`src/rtl/seq_alu_pkg.sv`:
```
// rtl/seq_alu_pkg.sv - opcodes and state encoding shared by the seq_alu slice
package seq_alu_pkg;

  localparam logic [3:0] OP_ADD    = 4'd0;
  localparam logic [3:0] OP_SUB    = 4'd1;
  localparam logic [3:0] OP_MUL    = 4'd2;
  localparam logic [3:0] OP_DIV    = 4'd3;
  localparam logic [3:0] OP_ROL    = 4'd4;
  localparam logic [3:0] OP_ROR    = 4'd5;
  localparam logic [3:0] OP_PENC   = 4'd6;
  localparam logic [3:0] OP_GRAY   = 4'd7;
  localparam logic [3:0] OP_POPCNT = 4'd8;
  localparam logic [3:0] OP_PARITY = 4'd9;
  localparam logic [3:0] OP_AND    = 4'd10;
  localparam logic [3:0] OP_OR     = 4'd11;
  localparam logic [3:0] OP_NOT    = 4'd12;
  localparam logic [3:0] OP_XOR    = 4'd13;
  localparam logic [3:0] OP_GT     = 4'd14;
  localparam logic [3:0] OP_EQ     = 4'd15;

  typedef enum logic [1:0] {
    ST_IDLE = 2'd0,
    ST_EXEC = 2'd1,
    ST_DONE = 2'd2
  } state_t;

endpackage

```
`src/rtl/seq_alu_muldiv.sv`:
```
// rtl/seq_alu_muldiv.sv - iterative shift-add multiplier / restoring divider
module seq_alu_muldiv
  import seq_alu_pkg::*;
#(
  parameter int WIDTH = 8
) (
  input  logic             clk,
  input  logic             rst_n,
  input  logic             start,
  input  logic             is_div,
  input  logic [WIDTH-1:0] a,
  input  logic [WIDTH-1:0] b,
  output logic             done,
  output logic [WIDTH-1:0] lo,
  output logic [WIDTH-1:0] hi
);

  localparam int CNT_W = $clog2(WIDTH);

  // acc_q is the product high half / partial remainder, q_q the multiplier / quotient
  logic [WIDTH-1:0] acc_q, q_q, m_q;
  logic [CNT_W-1:0] cnt_q;
  logic             active_q, div_q;

  logic [WIDTH-1:0] acc_n, q_n;
  logic [WIDTH:0]   add_sum;
  logic [WIDTH:0]   rem_sh;
  logic [WIDTH-1:0] rem_diff;

  // One iteration of the engine; lo/hi expose the post-iteration value so the
  // final step can be captured by the top on the same edge it completes.
  always_comb begin
    add_sum  = {1'b0, acc_q} + {1'b0, m_q & {WIDTH{q_q[0]}}};
    rem_sh   = {acc_q, q_q[WIDTH-1]};
    rem_diff = rem_sh[WIDTH-1:0] - m_q;
    if (div_q) begin
      if (rem_sh >= {1'b0, m_q}) begin
        acc_n = rem_diff;
        q_n   = {q_q[WIDTH-2:0], 1'b1};
      end else begin
        acc_n = rem_sh[WIDTH-1:0];
        q_n   = {q_q[WIDTH-2:0], 1'b0};
      end
    end else begin
      acc_n = add_sum[WIDTH:1];
      q_n   = {add_sum[0], q_q[WIDTH-1:1]};
    end
  end

  // Load on start, then iterate WIDTH times counting down to zero
  always_ff @(posedge clk) begin
    if (!rst_n) begin
      acc_q    <= '0;
      q_q      <= '0;
      m_q      <= '0;
      cnt_q    <= '0;
      active_q <= 1'b0;
      div_q    <= 1'b0;
    end else if (start) begin
      acc_q    <= '0;
      q_q      <= a;
      m_q      <= b;
      cnt_q    <= CNT_W'(WIDTH - 1);
      active_q <= 1'b1;
      div_q    <= is_div;
    end else if (active_q) begin
      acc_q <= acc_n;
      q_q   <= q_n;
      cnt_q <= cnt_q - 1'b1;
      if (cnt_q == '0) active_q <= 1'b0;
    end
  end

  assign done = active_q && (cnt_q == '0);
  assign lo   = q_n;
  assign hi   = acc_n;

endmodule

```
`src/rtl/seq_alu.sv`:
```
// rtl/seq_alu.sv - handshaked multi-cycle ALU with registered result and flags
module seq_alu
  import seq_alu_pkg::*;
#(
  parameter int WIDTH = 8
) (
  input  logic             clk,
  input  logic             rst_n,
  input  logic             in_valid,
  output logic             in_ready,
  input  logic [3:0]       op,
  input  logic [WIDTH-1:0] a,
  input  logic [WIDTH-1:0] b,
  output logic             out_valid,
  input  logic             out_ready,
  output logic [WIDTH-1:0] result,
  output logic [WIDTH-1:0] result_hi,
  output logic             flag_zero,
  output logic             flag_carry,
  output logic             flag_sign,
  output logic             flag_error,
  output logic             busy
);

  localparam int ENC_W = $clog2(WIDTH);

  state_t state_q, state_d;

  logic             start;
  logic             md_done;
  logic [WIDTH-1:0] md_lo, md_hi;

  logic [WIDTH:0]   sum, diff;
  logic [WIDTH-1:0] pop, penc;
  logic [WIDTH-1:0] sc_res, sc_hi;
  logic             sc_carry, sc_sign, sc_err;

  // MUL always iterates; DIV iterates unless the divisor is zero
  assign start = (state_q == ST_IDLE) && in_valid &&
                 ((op == OP_MUL) || ((op == OP_DIV) && (b != '0)));

  seq_alu_muldiv #(.WIDTH(WIDTH)) u_muldiv (
    .clk    (clk),
    .rst_n  (rst_n),
    .start  (start),
    .is_div (op == OP_DIV),
    .a      (a),
    .b      (b),
    .done   (md_done),
    .lo     (md_lo),
    .hi     (md_hi)
  );

  // Single-cycle datapath, evaluated on the live inputs at accept time
  always_comb begin
    sc_res   = '0;
    sc_hi    = '0;
    sc_carry = 1'b0;
    sc_sign  = 1'b0;
    sc_err   = 1'b0;
    sum      = {1'b0, a} + {1'b0, b};
    diff     = {1'b0, a} - {1'b0, b};
    pop      = '0;
    penc     = '1;
    for (int i = 0; i < WIDTH; i++) begin
      pop = pop + WIDTH'(a[i]);
      if (a[i]) penc = {{(WIDTH-ENC_W){1'b0}}, ENC_W'(i)};
    end
    case (op)
      OP_ADD: begin
        sc_res   = sum[WIDTH-1:0];
        sc_carry = sum[WIDTH];
        sc_sign  = sum[WIDTH-1];
      end
      OP_SUB: begin
        sc_res   = diff[WIDTH-1:0];
        sc_carry = diff[WIDTH];
        sc_sign  = diff[WIDTH-1];
      end
      OP_DIV:    sc_err = 1'b1;
      OP_ROL:    sc_res = {a[WIDTH-2:0], a[WIDTH-1]};
      OP_ROR:    sc_res = {a[0], a[WIDTH-1:1]};
      OP_PENC:   sc_res = penc;
      OP_GRAY:   sc_res = a ^ (a >> 1);
      OP_POPCNT: sc_res = pop;
      OP_PARITY: sc_res = {{(WIDTH-1){1'b0}}, ~^a};
      OP_AND:    sc_res = a & b;
      OP_OR:     sc_res = a | b;
      OP_NOT:    sc_res = ~a;
      OP_XOR:    sc_res = a ^ b;
      OP_GT:     sc_res = {{(WIDTH-1){1'b0}}, a > b};
      OP_EQ:     sc_res = {{(WIDTH-1){1'b0}}, a == b};
      default: ;
    endcase
  end

  // State register
  always_ff @(posedge clk) begin
    if (!rst_n) state_q <= ST_IDLE;
    else        state_q <= state_d;
  end

  // Next-state logic
  always_comb begin
    state_d = state_q;
    case (state_q)
      ST_IDLE: if (in_valid) state_d = start ? ST_EXEC : ST_DONE;
      ST_EXEC: if (md_done) state_d = ST_DONE;
      ST_DONE: if (out_ready) state_d = ST_IDLE;
      default: state_d = ST_IDLE;
    endcase
  end

  // Output registers change only on the transition into DONE
  always_ff @(posedge clk) begin
    if (!rst_n) begin
      result     <= '0;
      result_hi  <= '0;
      flag_zero  <= 1'b0;
      flag_carry <= 1'b0;
      flag_sign  <= 1'b0;
      flag_error <= 1'b0;
    end else if ((state_q == ST_IDLE) && in_valid && !start) begin
      result     <= sc_res;
      result_hi  <= sc_hi;
      flag_zero  <= (sc_res == '0);
      flag_carry <= sc_carry;
      flag_sign  <= sc_sign;
      flag_error <= sc_err;
    end else if ((state_q == ST_EXEC) && md_done) begin
      result     <= md_lo;
      result_hi  <= md_hi;
      flag_zero  <= (md_lo == '0);
      flag_carry <= 1'b0;
      flag_sign  <= md_lo[WIDTH-1];
      flag_error <= 1'b0;
    end
  end

  assign in_ready  = (state_q == ST_IDLE);
  assign out_valid = (state_q == ST_DONE);
  assign busy      = (state_q != ST_IDLE);

endmodule
```
`config.mk`:
```
export PLATFORM = sky130hd
export DESIGN_NAME = seq_alu
export DESIGN_NICKNAME = d
export VERILOG_FILES = /design/src/rtl/seq_alu_pkg.sv /design/src/rtl/seq_alu_muldiv.sv /design/src/rtl/seq_alu.sv
export SDC_FILE = /design/constraint.sdc
export NUM_CORES = 1
export LEC_CHECK = 0
export CAP_MARGIN = 5
export CORE_MARGIN = 2
export CORE_UTILIZATION = 45
export DETAILED_ROUTE_END_ITERATION = 7
export GPL_ROUTABILITY_DRIVEN = 0
export PLACE_DENSITY = 0.64
export SLEW_MARGIN = 20
export SYNTH_ARGS = -nofsm -noshare
export SYNTH_HDL_FRONTEND = slang
export SYNTH_SLANG_ARGS = --single-unit
export TNS_END_PERCENT = 100
```
`constraint.sdc`:
```
create_clock -name clk -period 6.1 [get_ports clk]
set_input_delay 1.525 -clock clk [delete_from_list [all_inputs] [get_ports clk]]
set_output_delay 1.525 -clock clk [all_outputs]
set_load 0.005 [all_outputs]
```
Yosys cells after proc, flatten, opt, wreduce, memory -nomap -nowiden

Index checks and enable logic that the tools add are counted.
W data, S select, Z words.

Flip-flop bits (word level): 51
Input bits: 24
Logic and storage cells: 113

Add/sub/neg operators: 12
$lt $le $gt $ge: 2
Eq/ne operators: 21
Mux-type cells: 37
Bitwise gates (word level): 7
Reductions and logical operators: 21

Operators with widths:

| kind                 | count |
|---|---|
| $mux W8              | 15 |
| $pmux W8 S14         | 1 |
| $eq A4 B4 Y1 const B | 8 |
| $add A8 B8 Y9        | 2 |
| $and A8 B8 Y8        | 2 |
| $eq A4 B3 Y1 const B | 4 |
| $logic_not A8 Y1     | 2 |
| $mux W1              | 12 |
| $ge A9 B8 Y1         | 1 |
| $sub A8 B8 Y9        | 1 |
| $add A7 B1 Y8        | 1 |
| $eq A4 B2 Y1 const B | 2 |
| $eq A8 B8 Y1         | 1 |
| $gt A8 B8 Y1         | 1 |
| $mux W2              | 4 |
| $not A8 Y8           | 1 |
| $or A8 B8 Y8         | 1 |
| $reduce_bool A8 Y1   | 1 |
| $reduce_xnor A8 Y1   | 1 |
| $sub A8 B8 Y8        | 1 |
| $xor A8 B7 Y8        | 1 |
| $xor A8 B8 Y8        | 1 |
| $add A6 B1 Y7        | 1 |
| $add A5 B1 Y6        | 1 |
| other kinds (23)     | 34 |

Depth between registers and ports, before layout

Gate-level depths: netlist (run 1).

Depth in word-level cells: 11
Gate-level depth with buffers: 15
Gate-level depth less buffers: 14

By module

Synthesis (run 1) repeated with hierarchy kept, for this count alone.

Cell total of the unflattened synthesis: 705
Area total of the unflattened synthesis: 5,497.8 sq um

By module, submodules not included:

| module         | instances | cells each | area each (sq um) | seq. area each (sq um) |
|---|---|---|---|---|
| seq_alu        | 1         | 431        | 3,229.3           | 440.4 |
| seq_alu_muldiv | 1         | 274        | 2,268.4           | 580.6 |

Worst setup path after synthesis (run 1)

Ideal clock, no wire load.

Path kind: input -> register
From: input port a[3]
To: register flag_zero
Setup time: 0.061 ns
Arrival: 4.978 ns
Setup slack: 1.062 ns
Cell stages on the path: 15
Cells stage by stage: clkbuf_1 > inv_1 > fa_1 > fa_1 > fa_1 > inv_1 > ha_1 > fa_1 > xor2_1 > mux2i_1 > nor3_1 > nor4_1 > nand2_1 > nor4_2 > a32o_1

Longest elaborated chain between the ends: 8

Ends and longest elaborated chain:

| what                                            | line                         | text |
|---|---|---|
| start: declaration                              | seq_alu.sv:12                | `input logic [WIDTH-1:0] a,` |
| $add A3 B1 Y4 / $mux W8 (equally long branches) | seq_alu.sv:66, seq_alu.sv:67 |  |
| $add A4 B1 Y5 / $mux W8 (equally long branches) | seq_alu.sv:66, seq_alu.sv:67 |  |
| $add A5 B1 Y6 / $mux W8 (equally long branches) | seq_alu.sv:66, seq_alu.sv:67 |  |
| $add A6 B1 Y7 / $mux W8 (equally long branches) | seq_alu.sv:66, seq_alu.sv:67 |  |
| $add A7 B1 Y8 / $mux W8 (equally long branches) | seq_alu.sv:66, seq_alu.sv:67 |  |
| $pmux W8 S14 *                                  | seq_alu.sv:69                | `case (op)` |
| $logic_not A8 Y1 *                              | seq_alu.sv:126               | `flag_zero <= (sc_res == '0);` |
| $mux W1 *                                       | seq_alu.sv:123               | `end else if ((state_q == ST_IDLE) && in_valid && !start) begin` |
| end signal: assignment                          | seq_alu.sv:126               |  |
| end signal: assignment                          | seq_alu.sv:133               | `flag_zero <= (md_lo == '0);` |
| end: declaration                                | seq_alu.sv:18                | `output logic flag_zero,` |

Every way passes the cells marked *; elsewhere a longest branch is shown, timed or not.
A chain may end at the register's enable or synchronous reset.

Worst setup path in the final report (run 1)

From: input port a[0]
To: register flag_zero

Longest elaborated chain between the ends: 11

Ends and longest elaborated chain:

| what                                                                  | line |
|---|---|
| parallel branches: the longest is 8 deep, another holds $add A7 B1 Y8 | n/a |
| $pmux W8 S14 *                                                        | seq_alu.sv:69 |
| $logic_not A8 Y1 *                                                    | seq_alu.sv:126 |
| $mux W1 *                                                             | seq_alu.sv:123 |

Every way passes the cells marked *.

==> results by group, run 1 <==
Setup path
  • Cell depth of the worst flop-to-flop path: 9
  • R2R Setup Slk: 3510 ps
  • Worst Path Required: 6350 ps
  • Critical R2R Launch: u_muldiv.m_q[1]
  • Critical path data arrival time: 5610 ps
  • Worst r2r dst: flag_zero
  • Most used cell, CP: fa_1
  • Crit-path max FO: 5
  • CP endpoint kind: flop
  • Worst setup SP type: primary input
  • Worst stage delay on the critical path: 590 ps
  • CP max stage cell: fa_1
  • Critical-path cell list: clkdlybuf4s50_1 > inv_1 > fa_1 > fa_1 > fa_1 > inv_1 > ha_1 > fa_1 > xor2_1 > mux2i_1 > nor3_1 > nor4_1 > nand2_1 > nor4_2 > a32o_1
  • Crit Path Category: primary input to flop
  • Worst path bufs/invs: 3
  • Top cell family by delay on the critical path: adder cells

Synthesis
  • Post-Synth XOR/XNOR Area: 3.400%
  • Commonest cells post-synth: nand2_1, dfxtp_1, ha_1
  • Most frequent cell after synthesis: nand2_1
  • Synth Area in Simple Gates: 23.90%
  • Seq/Total Area, Yosys: 19.82%
  • Synth Area in Adders: 14.52%
  • Mapped cell area: 5152 um^2
  • Post-Syn Nets: 740
  • Cells after Synth: 661
  • Cell taking the most area after synthesis: dfxtp_1
  • Post-synth top flop: dfxtp_1
  • Post-synthesis compound-gate area fraction: 28.44%
  • Warnings, synthesis: 0
  • Main combinational cell family by area after synthesis: compound AO/OA/AOI/OAI gates
  • Seq cells post-synth: 51
  • Async set or reset register ratio after synthesis: 0%
  • Netlist cell types: 81
  • Avg Inst Size Synth: 7.795 um^2
  • Mux contribution to synthesized area: 2.574%
  • Synth top area share: 19.82%
  • EDFF count, synth: 0
  • Synth area leaders: dfxtp_1, ha_1, o21ai_0

Power
  • PD cells: 174.1 nW/um^2
  • Worst VDD drop: 0.2448 mV
  • Leak: 2.295 nW
  • Post-layout power: 1.021 mW

Detailed routing
  • Post-DR vias/cell: 6.181
  • DRT Wirelength: 15.52 mm
  • Drt wl/cell: 18.74 um
  • Post-DRT Antenna Nets: 0
  • DRC viols: 0
  • Initial DRC count: 518
  • DRT Pass-1 Iters: 6
  • Via count: 5118

Finish
  • Final Non-Filler Cells: 828
  • Layout Nets: 763
  • Fill count: 1071
  • Area growth syn-to-layout: 13.77%
  • Reg area: 1022 um^2
  • Area occupied by multi-input gates: 3760 um^2
  • ANT cells: 0
  • Layout cells sized above 1: 6.861%

Floorplanning
  • Initial core utilization: 45.71%
  • Die Y: 111.0 um
  • Die X: 111.0 um
  • Die area: 12320 um^2
  • Rows: 39
  • Number of I/O pins: 47
  • CORE AREA: 11270 um^2

Clocking
  • Longest Clk Path Bufs: 2
  • Total CTS buffers: 5
  • Root Driver: clkbuf_16
  • Clock latency on the worst-skew pair: 300 ps
  • Postcts setup bufs: 0
  • H-tree levels: 2
  • Clock transition at the registers of the reported paths: 70 ps
  • Post-CTS resize count: 0
  • Hold_buf cts: 0
  • Clock sinks: 51
  • CTS tree: built

STA
  • Fin. Hold Viols: 0
  • Slew headroom: 24.08%
  • Final period util: 88.00%
  • RSZ-0062 raised after global routing: no
  • Fin crit period: 5368 ps
  • Skew final: 8.034 ps
  • Max-slew violation count: 0
  • Max Clock Freq: 186.3 MHz
  • Final setup violation count: 0
  • Worst-Margin Slew: 1135 ps
  • Setup TNS: 0 ps
  • WHS: 489.1 ps

Hold path
  • Min-delay worst type: flop to flop
  • Hold path depth: 2
  • WHS Endpoint: result_hi[7]
  • HP Start: result_hi[7]

Run
  • Max Cap Viol: 0

Placed design
  • Count of input and output buffers: 46
  • Placed insts: 820
  • Hpwl dp: 12.05 mm

GRT
  • Global-route wire length before repair: 25.35 mm
  • Congestion Overflow GR: 0
  • Largest net degree at the start of global routing: 38
  • Gr usage total: 25.31%
  • Vias in the first global route: 4843
  • Initial antenna violation count: 0

Run status
  • Status: complete, no violations
-- cell families (layout without fill, tap and decap cells) --
logic type | after synthesis | after routing
compound gates | 214 | 214
buf+inv | 88 | 112
mux | 12 | 12
flops | 51 | 51
xor+xnor | 20 | 20
fa+ha+maj | 55 | 55
simple gates | 221 | 221
-- final cells by class --
| type | count | area share [%] |
|---|---|---|
| well taps | 143 | 3.052 |
| multi-input cells | 522 | 64.14 |
| clock inverters | 2 | 0.6617 |
| flip-flops and latches | 51 | 17.44 |
| repair buffers | 58 | 9.392 |
| inverters | 46 | 2.946 |
| clock buffers | 6 | 2.369 |
-- stage by stage --
step | cell area [um^2] | setup WS [ps] | utilization [%]
after floorplan | 5152 | 1062 | -
final | 5862 | 731.8 | 52.00
after global routing | 5862 | 524.9 | 52.00
after CTS | 5861 | 801.7 | 51.99
after detailed placement | 5683 | 492.4 | 50.42
after global placement | 5683 | 579.6 | 50.42
-- power breakdown --
group	total, mW	switching [mW]	internal [mW]
clock	0.338	0.132	0.206
sequential	0.357	0.0122	0.345
combinational	0.326	0.190	0.136
-- how the worst max path moves through the flow --
stage | from | endpoint | slack [ps] | cells past startpoint
2_1_floorplan | a[3] | flag_zero | 1060 | 15
3_3_place_gp | a[0] | flag_zero | 580 | 15
3_5_place_dp | a[0] | flag_zero | 490 | 15
4_1_cts | a[0] | flag_zero | 800 | 15
5_1_grt | a[0] | flag_zero | 520 | 15
6_report | a[0] | flag_zero | 730 | 15
-- placed cells by master, fill, tap and decap left out, types with 7 or more instances in the layout --
cell type | netlist | layout
dfxtp_1 | 51 | 50
nand3_1 | 14 | 14
a21oi_1 | 41 | 41
and2_1 | 10 | 10
a211oi_1 | 13 | 13
fa_1 | 8 | 8
and3_1 | 10 | 10
a21o_1 | 10 | 10
buf_4 | 2 | 12
nor3_1 | 16 | 16
o21a_1 | 9 | 9
nor2b_1 | 27 | 27
xor2_1 | 7 | 7
nor2_1 | 41 | 40
a31oi_1 | 21 | 21
xnor2_1 | 13 | 13
clkdlybuf4s50_1 | 0 | 46
mux2i_1 | 11 | 11
a21boi_0 | 7 | 7
o21ai_0 | 46 | 46
nand2b_1 | 7 | 7
nand2_1 | 52 | 52
ha_1 | 47 | 47
inv_1 | 45 | 45
-- per-layer routing --
| layer | up-vias | GRT usage (%) | share of wire (%) |
|---|---|---|---|
| met5 | - | 0 | 0 |
| met4 | 0 | 11.00 | 4.0 |
| met3 | 43 | 2.734 | 5.8 |
| met2 | 210 | 42.04 | 47 |
| met1 | 2414 | 33.30 | 44 |
| li1 | 2451 | - | - |
-- worst register-to-register path, cell delays in order, from the launching register on --
cell and delay, ps:
dfxtp_1 420, inv_1 80, ha_1 320, nor2b_1 160
o2111ai_1 280, nand3_1 200, nand3_1 250, a31oi_1 220
o41ai_1 460, a32o_1 170
-- state kept, by name, indices dropped and copies added (netlist names), 2 cells and up --
register / cells
result: 8
result_hi: 8
u_muldiv.acc_q: 8
u_muldiv.m_q: 8
u_muldiv.q_q: 8
u_muldiv.cnt_q: 3
state_q: 2
Power figures use the tool's default switching activity.
==> run 2: changes to the inputs <==
--- a/config.mk
+++ b/config.mk
@@ -6,11 +6,13 @@
 export NUM_CORES = 1
 export LEC_CHECK = 0
 export CAP_MARGIN = 5
+export CELL_PAD_IN_SITES_DETAIL_PLACEMENT = 1
+export CELL_PAD_IN_SITES_GLOBAL_PLACEMENT = 2
 export CORE_MARGIN = 2
-export CORE_UTILIZATION = 45
+export CORE_UTILIZATION = 35
 export DETAILED_ROUTE_END_ITERATION = 7
 export GPL_ROUTABILITY_DRIVEN = 0
-export PLACE_DENSITY = 0.64
+export PLACE_DENSITY = 0.81
 export SLEW_MARGIN = 20
 export SYNTH_ARGS = -nofsm -noshare
 export SYNTH_HDL_FRONTEND = slang
==> run 2 against run 1 <==
Wire length is 18% higher. Sequential power hardly changed. Via count is 1.8% higher. Register-to-register slack worse by 90 ps.
==> results by group, run 2 (synthesized netlist as in run 1, its figures left out) <==
Run status
  • Status: complete, no violations

Finish
  • Most common cell after layout, fill and taps aside: nand2_1
  • Commonest cells after routing, fill and taps aside: nand2_1, dfxtp_1, ha_1
  • ANT cells: 0
  • Area growth syn-to-layout: 15.47%
  • Layout Nets: 771
  • Layout cells sized above 1: 7.792%

Power
  • Sw frac: 34.84%
  • Switching pwr: 347.3 uW
  • Clock power share: 29.7%
  • Sequential power share: 35.6%
  • PD cells: 167.5 nW/um^2
  • Worst VDD drop: 0.1117 mV
  • Logic pwr share: 34.7%
  • Leak: 2.320 nW
  • Post-layout power: 996.6 uW
  • Internal power: 649.3 uW

Detailed routing
  • DRT Pass-1 Iters: 4
  • Initial DRC count: 320
  • Via count: 5208
  • DRC viols: 0
  • DRT Wirelength: 18.38 mm
  • Post-DR vias/cell: 5.938
  • Post-DRT Antenna Nets: 0
  • Drt wl/cell: 20.95 um

Clocking
  • Clock latency on the worst-skew pair: 290 ps
  • Post-CTS resize count: 0
  • Clock sinks: 51
  • Postcts setup bufs: 0
  • Root Driver: clkbuf_16
  • Total CTS buffers: 5
  • Hold_buf cts: 0
  • Clock transition at the registers of the reported paths: 70 ps
  • H-tree levels: 2
  • Longest Clk Path Bufs: 2
  • CTS tree: built

GRT
  • Vias in the first global route: 5504
  • Largest net degree at the start of global routing: 37
  • Gr usage total: 23.60%
  • Global-route wire length before repair: 29.90 mm
  • Initial antenna violation count: 0
  • Congestion Overflow GR: 0

STA
  • Max Clock Freq: 189.6 MHz
  • Slew headroom: 30.57%
  • Max-slew violation count: 0
  • Worst-Margin Slew: 1038 ps
  • Setup WS post-layout: 825.8 ps
  • Fin. Hold Viols: 0
  • RSZ-0062 raised after global routing: no
  • Fin crit period: 5274 ps
  • Final period util: 86.46%
  • Skew final: 6.107 ps
  • Setup TNS: 0 ps
  • Final setup violation count: 0

Hold path
  • Hold path depth: 2
  • Min-delay worst type: flop to flop
  • WHS Endpoint: result_hi[7]
  • HP Start: result_hi[7]

Floorplanning
  • Die Y: 125.3 um
  • Rows: 44
  • Die X: 125.3 um
  • CORE AREA: 14480 um^2
  • Initial core utilization: 35.59%
  • Number of I/O pins: 47
  • Die area: 15710 um^2

Setup path
  • Critical path data arrival time: 5510 ps
  • R2R Setup Slk: 3420 ps
  • Worst Path Required: 6340 ps
  • Cell depth of the worst flop-to-flop path: 9
  • Critical R2R Launch: u_muldiv.m_q[1]
  • Worst r2r dst: flag_zero
  • Worst setup SP type: primary input
  • CP endpoint kind: flop
  • Crit Path Category: primary input to flop
  • Crit-path max FO: 5

Placed design
  • Hpwl dp: 14.68 mm
  • Dpl ws: 517.8 ps
  • Count of input and output buffers: 46

Run
  • Max Cap Viol: 0
-- run 2: how the worst max path moves through the flow --
stage / from / end / slack [ps] / depth (start not counted)
after detailed placement: a[0] / flag_zero / 520 / 15
after CTS: a[0] / flag_zero / 810 / 15
after floorplan: a[3] / flag_zero / 1060 / 15
after global placement: a[0] / flag_zero / 550 / 15
after global routing: a[0] / flag_zero / 530 / 15
final: a[0] / flag_zero / 830 / 15
-- run 2: metal layers --
| metal | global-route usage [%] | vias to the layer above | routed length, um |
|---|---|---|---|
| li1 | - | 2469 | - |
| met1 | 28.46 | 2527 | 7606 |
| met2 | 40.31 | 156 | 8913 |
| met3 | 3.808 | 56 | 861 |
| met4 | 12.55 | 0 | 996 |
| met5 | 0 | - | 0 |
-- run 2: area by class of cell --
cell class | count | area, um^2
fillers | 1778 | 8529
multi-input cells | 522 | 3760
flip-flops and latches | 51 | 1021
repair buffers | 66 | 610.6
well taps | 184 | 230.2
inverters | 46 | 172.7
clock buffers | 6 | 138.9
clock inverters | 2 | 16.27
-- run 2: stage by stage --
stage | instance area (um^2) | instances | util, % | hold slack [ps]
after CTS | 5949 | 877 | 41.09 | 485.6
after floorplan | 5152 | 661 | - | 443.5
after detailed placement | 5794 | 869 | 40.02 | 476.8
after global placement | 5794 | 869 | 40.02 | 471.2
after global routing | 5949 | 877 | 41.09 | 538.4
final | 5949 | 877 | 41.09 | 479.3
-- run 2: power groups by stage --
stage	logic [mW]	registers (mW)	clock network [mW]
5_1_grt	0.378	0.357	0.317
2_1_floorplan	0.226	0.359	0
3_3_place_gp	0.334	0.363	0
3_5_place_dp	0.342	0.363	0
4_1_cts	0.344	0.355	0.306
6_report	0.346	0.355	0.296
-- run 2: critical path, cell delays in order --
cell and delay, ps:
clkdlybuf4s50_1 470, inv_1 110, fa_1 610, fa_1 440
fa_1 490, inv_1 40, ha_1 200, fa_1 390
xor2_1 170, mux2i_1 120, nor3_1 60, nor4_1 330
nand2_1 110, nor4_2 230, a32o_1 190
